[src/rtl/fetch_pkg.sv]
// rtl/fetch_pkg.sv - shared entry type and constants for the fetch queue
package fetch_pkg;

  localparam logic [31:0] NOP_INSTR = 32'h00000013;
  localparam int          ISSUE_W   = 2;

  typedef struct packed {
    logic [31:0] pc;
    logic [31:0] instr;
  } fq_entry_t;

endpackage

[src/rtl/fetch_queue_if.sv]
// rtl/fetch_queue_if.sv - fetch-side and decode-side signals of the fetch queue
interface fetch_queue_if #(parameter int DEPTH = 8);
  localparam int PTR_W = $clog2(DEPTH);

  logic              ValidF1;
  logic [31:0]       InstrF1;
  logic [31:0]       PCF1;
  logic              ValidF2;
  logic [31:0]       InstrF2;
  logic [31:0]       PCF2;
  logic              ReadyF;
  logic              ValidD1;
  logic [31:0]       InstrD1;
  logic [31:0]       PCD1;
  logic              ValidD2;
  logic [31:0]       InstrD2;
  logic [31:0]       PCD2;
  logic [1:0]        DeqCnt;
  logic [PTR_W:0]    Count;

  modport master (
    output ValidF1, InstrF1, PCF1, ValidF2, InstrF2, PCF2, DeqCnt,
    input  ReadyF, ValidD1, InstrD1, PCD1, ValidD2, InstrD2, PCD2, Count
  );

  modport slave (
    input  ValidF1, InstrF1, PCF1, ValidF2, InstrF2, PCF2, DeqCnt,
    output ReadyF, ValidD1, InstrD1, PCD1, ValidD2, InstrD2, PCD2, Count
  );
endinterface

[src/rtl/fq_storage.sv]
// rtl/fq_storage.sv - 2-write/2-read register array of fetch queue entries
module fq_storage
  import fetch_pkg::*;
#(
  parameter  int DEPTH = 8,
  localparam int PTR_W = $clog2(DEPTH)
) (
  input  logic             clk,
  input  logic             rst,
  input  logic             we0,
  input  logic [PTR_W-1:0] widx0,
  input  fq_entry_t        wdata0,
  input  logic             we1,
  input  logic [PTR_W-1:0] widx1,
  input  fq_entry_t        wdata1,
  input  logic [PTR_W-1:0] ridx0,
  input  logic [PTR_W-1:0] ridx1,
  output fq_entry_t        rdata0,
  output fq_entry_t        rdata1
);

  fq_entry_t mem_q [DEPTH];
  fq_entry_t mem_d [DEPTH];

  always_comb begin
    mem_d = mem_q;
    if (we0) mem_d[widx0] = wdata0;
    if (we1) mem_d[widx1] = wdata1;
  end

  always_ff @(posedge clk or negedge rst) begin
    if (!rst) begin
      for (int i = 0; i < DEPTH; i++) mem_q[i] <= '{pc: 32'h0, instr: NOP_INSTR};
    end else begin
      mem_q <= mem_d;
    end
  end

  assign rdata0 = mem_q[ridx0];
  assign rdata1 = mem_q[ridx1];

endmodule

[src/rtl/fetch_queue.sv]
// rtl/fetch_queue.sv - dual-issue instruction buffer between fetch and decode
module fetch_queue
  import fetch_pkg::*;
#(
  parameter int DEPTH = 8
) (
  input  logic          clk,
  input  logic          rst,
  input  logic          flush,
  fetch_queue_if.slave  fq
);

  localparam int PTR_W = $clog2(DEPTH);
  localparam int CNT_W = PTR_W + 1;

  logic [PTR_W-1:0] head_q, head_d, tail_q, tail_d;
  logic [CNT_W-1:0] count_q, count_d;
  logic             ready;
  logic [1:0]       enq, deq_req, deq;
  logic             we0, we1;
  fq_entry_t        wdata0, wdata1, rdata0, rdata1;

  always_comb begin
    ready   = count_q <= CNT_W'(DEPTH - ISSUE_W);
    enq     = 2'd0;
    if (ready && fq.ValidF1) enq = fq.ValidF2 ? 2'd2 : 2'd1;
    deq_req = (fq.DeqCnt == 2'd3) ? 2'd2 : fq.DeqCnt;
    deq     = (CNT_W'(deq_req) > count_q) ? count_q[1:0] : deq_req;
    we0     = !flush && (enq != 2'd0);
    we1     = !flush && (enq == 2'd2);
    head_d  = head_q + PTR_W'(deq);
    tail_d  = tail_q + PTR_W'(enq);
    count_d = count_q + CNT_W'(enq) - CNT_W'(deq);
    // Redirect wins: same-cycle fetch data is from the wrong path.
    if (flush) begin
      head_d  = '0;
      tail_d  = '0;
      count_d = '0;
    end
  end

  always_ff @(posedge clk or negedge rst) begin
    if (!rst) begin
      head_q  <= '0;
      tail_q  <= '0;
      count_q <= '0;
    end else begin
      head_q  <= head_d;
      tail_q  <= tail_d;
      count_q <= count_d;
    end
  end

  assign wdata0 = '{pc: fq.PCF1, instr: fq.InstrF1};
  assign wdata1 = '{pc: fq.PCF2, instr: fq.InstrF2};

  fq_storage #(.DEPTH(DEPTH)) u_storage (
    .clk    (clk),
    .rst    (rst),
    .we0    (we0),
    .widx0  (tail_q),
    .wdata0 (wdata0),
    .we1    (we1),
    .widx1  (tail_q + PTR_W'(1)),
    .wdata1 (wdata1),
    .ridx0  (head_q),
    .ridx1  (head_q + PTR_W'(1)),
    .rdata0 (rdata0),
    .rdata1 (rdata1)
  );

  always_comb begin
    fq.ReadyF  = ready;
    fq.Count   = count_q;
    fq.ValidD1 = count_q >= CNT_W'(1);
    fq.ValidD2 = count_q >= CNT_W'(2);
    fq.InstrD1 = fq.ValidD1 ? rdata0.instr : NOP_INSTR;
    fq.PCD1    = fq.ValidD1 ? rdata0.pc    : 32'h0;
    fq.InstrD2 = fq.ValidD2 ? rdata1.instr : NOP_INSTR;
    fq.PCD2    = fq.ValidD2 ? rdata1.pc    : 32'h0;
  end

  a_slot2_alone: assert property (@(posedge clk) disable iff (!rst)
    !(fq.ValidF2 && !fq.ValidF1))
    else $warning("fetch_queue: slot 2 valid without slot 1, slot 2 ignored");

  a_deq_over: assert property (@(posedge clk) disable iff (!rst)
    flush || (CNT_W'(deq_req) <= count_q))
    else $warning("fetch_queue: dequeue request exceeds occupancy, clamped");

  a_deq_three: assert property (@(posedge clk) disable iff (!rst)
    fq.DeqCnt != 2'd3)
    else $warning("fetch_queue: DeqCnt of 3 treated as 2");

endmodule
[src/flat_wrapper.sv]
// flat-port wrapper written by rule: the top's interface ports become plain ports
module fetch_queue_flat import fetch_pkg::*;
#(
  parameter int DEPTH = 8
)
  (clk, rst, flush, fq_ValidF1, fq_InstrF1, fq_PCF1, fq_ValidF2, fq_InstrF2, fq_PCF2, fq_DeqCnt, fq_ReadyF, fq_ValidD1, fq_InstrD1, fq_PCD1, fq_ValidD2, fq_InstrD2, fq_PCD2, fq_Count);
  fetch_queue_if #(.DEPTH(DEPTH)) fq_i ();
  input  logic clk;
  input  logic rst;
  input  logic flush;
  input wire logic [$bits(fq_i.ValidF1)-1:0] fq_ValidF1;
  input wire logic [$bits(fq_i.InstrF1)-1:0] fq_InstrF1;
  input wire logic [$bits(fq_i.PCF1)-1:0] fq_PCF1;
  input wire logic [$bits(fq_i.ValidF2)-1:0] fq_ValidF2;
  input wire logic [$bits(fq_i.InstrF2)-1:0] fq_InstrF2;
  input wire logic [$bits(fq_i.PCF2)-1:0] fq_PCF2;
  input wire logic [$bits(fq_i.DeqCnt)-1:0] fq_DeqCnt;
  output wire logic [$bits(fq_i.ReadyF)-1:0] fq_ReadyF;
  output wire logic [$bits(fq_i.ValidD1)-1:0] fq_ValidD1;
  output wire logic [$bits(fq_i.InstrD1)-1:0] fq_InstrD1;
  output wire logic [$bits(fq_i.PCD1)-1:0] fq_PCD1;
  output wire logic [$bits(fq_i.ValidD2)-1:0] fq_ValidD2;
  output wire logic [$bits(fq_i.InstrD2)-1:0] fq_InstrD2;
  output wire logic [$bits(fq_i.PCD2)-1:0] fq_PCD2;
  output wire logic [$bits(fq_i.Count)-1:0] fq_Count;
  assign fq_i.ValidF1 = fq_ValidF1;
  assign fq_i.InstrF1 = fq_InstrF1;
  assign fq_i.PCF1 = fq_PCF1;
  assign fq_i.ValidF2 = fq_ValidF2;
  assign fq_i.InstrF2 = fq_InstrF2;
  assign fq_i.PCF2 = fq_PCF2;
  assign fq_i.DeqCnt = fq_DeqCnt;
  assign fq_ReadyF = fq_i.ReadyF;
  assign fq_ValidD1 = fq_i.ValidD1;
  assign fq_InstrD1 = fq_i.InstrD1;
  assign fq_PCD1 = fq_i.PCD1;
  assign fq_ValidD2 = fq_i.ValidD2;
  assign fq_InstrD2 = fq_i.InstrD2;
  assign fq_PCD2 = fq_i.PCD2;
  assign fq_Count = fq_i.Count;
  fetch_queue #(.DEPTH(DEPTH)) u_core (.clk(clk), .rst(rst), .flush(flush), .fq(fq_i));
endmodule
[config.mk]
export PLATFORM = sky130hd
export DESIGN_NAME = fetch_queue_flat
export DESIGN_NICKNAME = d
export VERILOG_FILES = /design/src/rtl/fetch_pkg.sv /design/src/rtl/fetch_queue_if.sv /design/src/rtl/fq_storage.sv /design/src/rtl/fetch_queue.sv /design/src/flat_wrapper.sv
export SDC_FILE = /design/constraint.sdc
export NUM_CORES = 2
export LEC_CHECK = 0
export ABC_AREA = 1
export ABC_CLOCK_PERIOD_IN_PS = 3450
export CAP_MARGIN = 40
export CORE_AREA = 4 4 351 353
export CTS_BUF_LIST = sky130_fd_sc_hd__clkbuf_16
export CTS_CLUSTER_DIAMETER = 150
export CTS_CLUSTER_SIZE = 28
export DETAILED_ROUTE_END_ITERATION = 8
export DIE_AREA = 0 0 355 357
export PLACE_DENSITY = 0.51
export SLEW_MARGIN = 10
export SYNTH_ARGS = -nofsm -noshare
export SYNTH_HDL_FRONTEND = slang
export SYNTH_SLANG_ARGS = --single-unit
export TNS_END_PERCENT = 50
[constraint.sdc]
create_clock -name clk -period 3.45 [get_ports clk]
set_clock_uncertainty 0.1 [all_clocks]
set_input_delay 0.5175 -clock clk [delete_from_list [all_inputs] [get_ports clk]]
set_output_delay 0.5175 -clock clk [all_outputs]
set_load 0.02 [all_outputs]
---- Yosys cells after proc, flatten, opt, wreduce, memory -nomap -nowiden ----
Index checks and enable logic that the tools add are counted.
word-level totals
  memory bits (read-only) ................. 0
  word-level logic and storage cells ...... 73
  memory bits (writable) .................. 0
  memories ................................ 0
  bits of input ports ..................... 135
  latch bits .............................. 0
  flip-flop bits (word level) ............. 522
cells by class
  $mul .................................... 0
  bitwise gates (word level) .............. 4
  eq/ne operators ......................... 2
  order comparisons ....................... 10
  shift operators ......................... 0
  div/mod/pow operators ................... 0
  add/sub/neg operators ................... 6
  multiplexer cells ....................... 25
  reductions and logical operators ........ 7
operators with widths
  operator                                                                           number
  512-bit bitwise mux                                                                2
  512-bit two-way mux                                                                2
  64-bit binary-select mux with 3-bit select                                         2
  64-bit demux with 3-bit select                                                     2
  64-bit two-way mux                                                                 6
  32-bit two-way mux                                                                 4
  4-bit >= comparator (second input constant)                                        4
  3-bit inverter with 4-bit output                                                   4
  4-bit by 1-bit less-than comparator with 1-bit output (second input constant)      2
  2-bit two-way mux                                                                  4
  3-bit by 1-bit adder with 3-bit output (second input constant)                     2
  3-bit by 2-bit adder with 3-bit output                                             2
  3-bit two-way mux                                                                  2
  1-bit logical AND                                                                  5
  4-bit by 2-bit adder with 4-bit output                                             1
  2-bit == test (second input constant)                                              2
  4-bit by 1-bit >= comparator with 1-bit output (second input constant)             1
  4-bit by 2-bit >= comparator with 1-bit output (second input constant)             1
  2-bit by 4-bit > comparator with 1-bit output                                      1
  4-bit by 3-bit less-or-equal comparator with 1-bit output (second input constant)  1
  4-bit two-way mux                                                                  1
  4-bit by 2-bit subtractor with 4-bit output                                        1
  2-bit nonzero test                                                                 1
  1-bit logical NOT                                                                  1

---- Logic depth before layout (Yosys ltp) ----
  depth in word-level cells ............... 9
  gate-level depth with buffers ........... 15
  mapped depth without buffers ............ 15

---- Cells and area by module ----
From an unflattened synthesis, not the netlist that was laid out.
second synthesis, totals
  cells, all modules ...................... 6,708
  area, all modules ....................... 39,401.5 um^2
modules (own cells, without submodules)
  module       cells an instance  seq. area each (um^2)  area an instance (um^2)  instances
  fq_storage   6,393              12,842.3               36,979.2                 1
  fetch_queue  315                250.2                  2,422.3                  1

---- Least setup slack after synthesis ----
Ideal clock, no wire load.
  path kind ............................... reg-to-reg
  start ................................... register u_core.count_q[1], in the netlist u_core.fq.Count[1]
  end ..................................... register u_core.count_q[3], in the netlist u_core.fq.Count[3]
  library setup time ...................... 0.117 ns
  path slack .............................. 0.532 ns
  path buffers ............................ 0
  data arrival time ....................... 2.702 ns
  cell stages (with the launch flop) ...... 15
  cell sequence ........................... dfrtp_1 > inv_1 > ha_1 > inv_1 > nor2_1 > o21ai_0 > o21ai_0 > fa_1 > inv_1 > ha_1 > a21o_1 > a21oi_1 > nand2_1 > nand2_1 > nor2_1
on the way
  longest elaborated chain between the ends .. 6
  elaborated cells on any way between the ends .. 8
  those cells by class .................... 2 x add/sub; 2 x order compare; 3 x mux; 1 x reduce/logical
ends and longest elaborated chain
  what                                                       line               source
  start, declared                                            fetch_queue.sv:17  logic [CNT_W-1:0] count_q, count_d;
  start signal, assigned                                     fetch_queue.sv:50  count_q <= count_d;
  4-bit by 3-bit less-or-equal comparator with 1-bit output  fetch_queue.sv:24  ready = count_q <= CNT_W'(DEPTH - ISSUE_W);
  1-bit logical AND                                          fetch_queue.sv:26  if (ready && fq.ValidF1) enq = fq.ValidF2 ? 2'd2 : 2'd1;
  2-bit two-way mux                                          fetch_queue.sv:26
  4-bit by 2-bit adder with 4-bit output                     fetch_queue.sv:33  count_d = count_q + CNT_W'(enq) - CNT_W'(deq);
  4-bit by 2-bit subtractor with 4-bit output *              fetch_queue.sv:33
  4-bit two-way mux *                                        fetch_queue.sv:35  if (flush) begin
  net u_core.count_d[3]                                      fetch_queue.sv:17
The timed path passes the listed nets; every way through them passes the cells marked *.

---- Worst setup path after layout ----
  start ................................... register u_core.head_q[1]
  end ..................................... output port fq_InstrD2[8]
on the way
  longest elaborated chain between the ends .. 6
ends and longest elaborated chain
  what                                                    line                source
  start, declared                                         fetch_queue.sv:16   logic [PTR_W-1:0] head_q, head_d, tail_q, tail_d;
  start signal, assigned                                  fetch_queue.sv:44   head_q <= '0;
  start signal, assigned                                  fetch_queue.sv:48   head_q <= head_d;
  3-bit by 1-bit adder with 3-bit output                  fetch_queue.sv:67   .ridx1 (head_q + PTR_W'(1)),
  3-bit inverter with 4-bit output (not written as such)  fq_storage.sv:40    assign rdata1 = mem_q[ridx1];
  64-bit binary-select mux with 3-bit select              fq_storage.sv:40
  64-bit two-way mux (not written as such) (2 in a row)   fq_storage.sv:40
  32-bit two-way mux                                      fetch_queue.sv:79   fq.InstrD2 = fq.ValidD2 ? rdata1.instr : NOP_INSTR;
  end, declared                                           flat_wrapper.sv:23  output wire logic [$bits(fq_i.InstrD2)-1:0] fq_InstrD2;
Every way passes these cells. The select of a mux whose other input is x is not followed.

==> metrics.txt <==
routed vias just under 50000; Clk network pwr share approximately 7.4%; fillcell total 12900; Yosys reg bits about 520; Clock transition at path regs 130 ps; failing checks negative setup slack; Slowest-stage cell, CP dfrtp_4; top-area cell type share of the netlist area roughly 30%; worst hold path type input pin to async pin; vias in the first global route 44300; pre-CTS WS -43.1 ps; synthesized area around 42000 sq um; Cell Chain, Critical Path ha_4 > xor2_4 > buf_4 > buf_4 > buf_12 > buf_16 > a31oi_2 > buf_4 > clkdlybuf4s15_2; library cells used by synthesis 26; top-count cell post-synth nand2_1; Min Hold Slack roughly 350 ps; top cells by area, synth dfrtp_1 (30%), nand2_1 (24%), nor2_1 (18%); largest net degree at the start of global routing 130; placed insts just under 9000; Die W 355 um; number of I/O port buffers roughly 270; Sink Count 522; area leader, netlist dfrtp_1; RSZ-0062 raised after global routing yes; sequential fraction of design power a little under a quarter; register area share after synthesis between 30% and 40%; first-pass GRT wire length 301 mm; type of the worst setup path flop to primary output; GRT Resource Usage Total a little under a third; Main synth FF type dfrtp_1; CTS tree yes; sw power around 27000 uW; syn avg cell area 5.59 sq um; CP max FO 13; Fin. Hold Viols 0; DP HPWL ~120 mm; Clk Latency, worst-skew pair between 600 and 700 ps; TritonCTS buffer count 22; clock period minus worst slack approximately 3500 ps; vias per inst 5.42; area grow syn2layout 15.9%; leakage power between 0.02 and 0.025 uW; CTS max path bufs 3; most used cell along the critical path buf_4; combinational share of power ~69%; Mapped Cells 7492; Root Buffer clkbuf_16; ys async rst share 100%; Finished Layout Cells approximately 9000; Rel. slew slack 39.8%; setup ws final -9.03 ps; required time worst endpoint around 2800 ps; period utilisation layout 100%; Crit. End Element primary output; Die Y about 360 um; H-tree Lvls 1; switching share of power a little over half; Crit path largest cell delay approximately 560 ps; # IOs 270; count of flip-flops with a built-in enable after synthesis 0; layout cells sized above 1 about 6.7%; Power Density between 1000 and 1500 nW/um^2; routed len/inst approximately 23 um; GP Congestion 0.831; # nets final between 7000 and 8000; number of remaining DRC errors 0; Pint between 20000 and 25000 uW; fin. max-slew vios 0; Fmax about 290 MHz; core footprint 120000 sq um; Final Setup Violations 1; Initial Util 35.0%; top post-synthesis cells by count nand2_1 (2665), nor2_1 (2043), o21ai_0 (876); Std-Cell Rows between 100 and 150; max cap viols 0; Max IR drop VDD between 0.0004 and 0.0005 V; run status complete, but fails checks; initial antenna violation count 10; Startpoint Class flop; post-synthesis net count roughly 7600; 1st-iter DRT viols about 6000; Detailed Routing Iterations Pass 1 6; grt total ovfl 0; wirelength, routed between 200 and 250 mm; Least-Margin Pin Slew 903 ps; CP Data Arrival Time about 2800 ps; Antenna Nets Post-Route 0; die area around 130000 sq um; warnings from Yosys 0
-- flip-flops by register name (all words and copies together) (netlist names) --
name	count
u_core.u_storage.mem_q	512
u_core.tail_q	3
u_core.fq.Count	4
u_core.head_q	3
-- timing repair --
| action | 4_1_cts | 5_1_grt |
|---|---|---|
| pin swaps | 26 | 13 |
| hold buffers | 1 | 0 |
| endpoints found under the hold margin | 44 | 0 |
| cloned | 13 | 7 |
| setup endpoints to repair | 129 | 107 |
| gates resized for setup | 441 | 114 |
| setup buffers | 12 | 12 |
-- layer usage --
| metal | vias to the layer above | share of wire (%) | GRT usage (%) |
|---|---|---|---|
| li1 | 23300 | - | - |
| met1 | 22900 | 43 | 43.9 |
| met2 | 2435 | 44 | 48.8 |
| met3 | 345 | 9.4 | 4.89 |
| met4 | 6 | 3.1 | 9.05 |
| met5 | - | 0.017 | 0 |
-- worst max-delay path: cells and delay by family (launching register included) --
family,cells,cell delay (ps)
adders and majority gates,1,200
DFF,1,560
buffers and inverters,6,1050
xor gates and xnor gates,1,240
AOI/OAI and AO/OA,1,140
-- power groups by stage --
stage | combinational (uW) | sequential, uW | clock, uW
floorplan | 19300 | 10800 | 0
global placement | 30900 | 11600 | 0
detailed placement | 31200 | 11600 | 0
CTS | 32200 | 11500 | 3720
global route | 36700 | 12000 | 3880
finish | 33600 | 11600 | 3640
-- cell families (layout without fill, tap and decap cells) --
family,count (synthesis),in the layout,synth area share (%)
AND/OR/NAND/NOR,5035,5035,46.6
AO/OA/AOI/OAI,1126,1126,13.6
buffers and inverters,789,718,7.86
flip-flops,522,522,31.3
adder cells (fa/ha/maj),17,17,0.579
XOR/XNOR,3,3,0.0627
other,0,5,0
-- through the flow --
stage | utilization, % | total power (uW) | cell area (sq um) | TNS (ps)
3_5_place_dp | 39.2 | 42800 | 46900 | -43.1
6_report | 40.5 | 48800 | 48500 | -9.03
3_3_place_gp | 39.2 | 42500 | 46900 | -127
5_1_grt | 40.5 | 52500 | 48500 | -410
4_1_cts | 40.2 | 47400 | 48200 | -787
2_1_floorplan | - | 30100 | 41900 | 0
-- layout make-up --
type                       count  area, sq um  share of cell area [%]
timing repair inverter         1         8.76                  0.0180
sequential                   522        13100                    27.0
timing repair buffer         518         6110                    12.6
tap                         1612         2020                    4.16
clock inverter                13         52.6                   0.108
clock buffer                  23          576                    1.19
inverter                     163          663                    1.37
antenna                        5         12.5                  0.0258
multi-input combinational   6181        26000                    53.5
-- cell usage in the layout, fill, tap and decap left out, types with 24 or more instances in the layout --
cell and count:
nand2_1 2662, nor2_1 2028, o21ai_0 875, dfrtp_1 493
a21oi_1 186, nand3_1 172, inv_1 164, clkdlybuf4s50_1 139
buf_4 137, nand4_1 129, buf_12 91, a31oi_1 39
clkdlybuf4s15_2 38, buf_2 31, clkbuf_16 30, clkbuf_2 24
dfstp_2 24
-- final timing paths --
path                       slack [ps]  depth (start not counted)                         from                          end
setup / recovery                   -9                          9             u_core.head_q[1]                fq_InstrD2[8]
hold / removal                    350                          2                          rst  u_core.u_storage.mem_q[336]
setup reg to reg                  340                         14           u_core.fq.Count[1]           u_core.fq.Count[3]
hold reg to reg                   520                          4  u_core.u_storage.mem_q[128]  u_core.u_storage.mem_q[128]
max in group asynchronous        1800                          4                          rst  u_core.u_storage.mem_q[379]
min in group clk                  520                          4  u_core.u_storage.mem_q[128]  u_core.u_storage.mem_q[128]
Power figures use the tool's default switching activity.
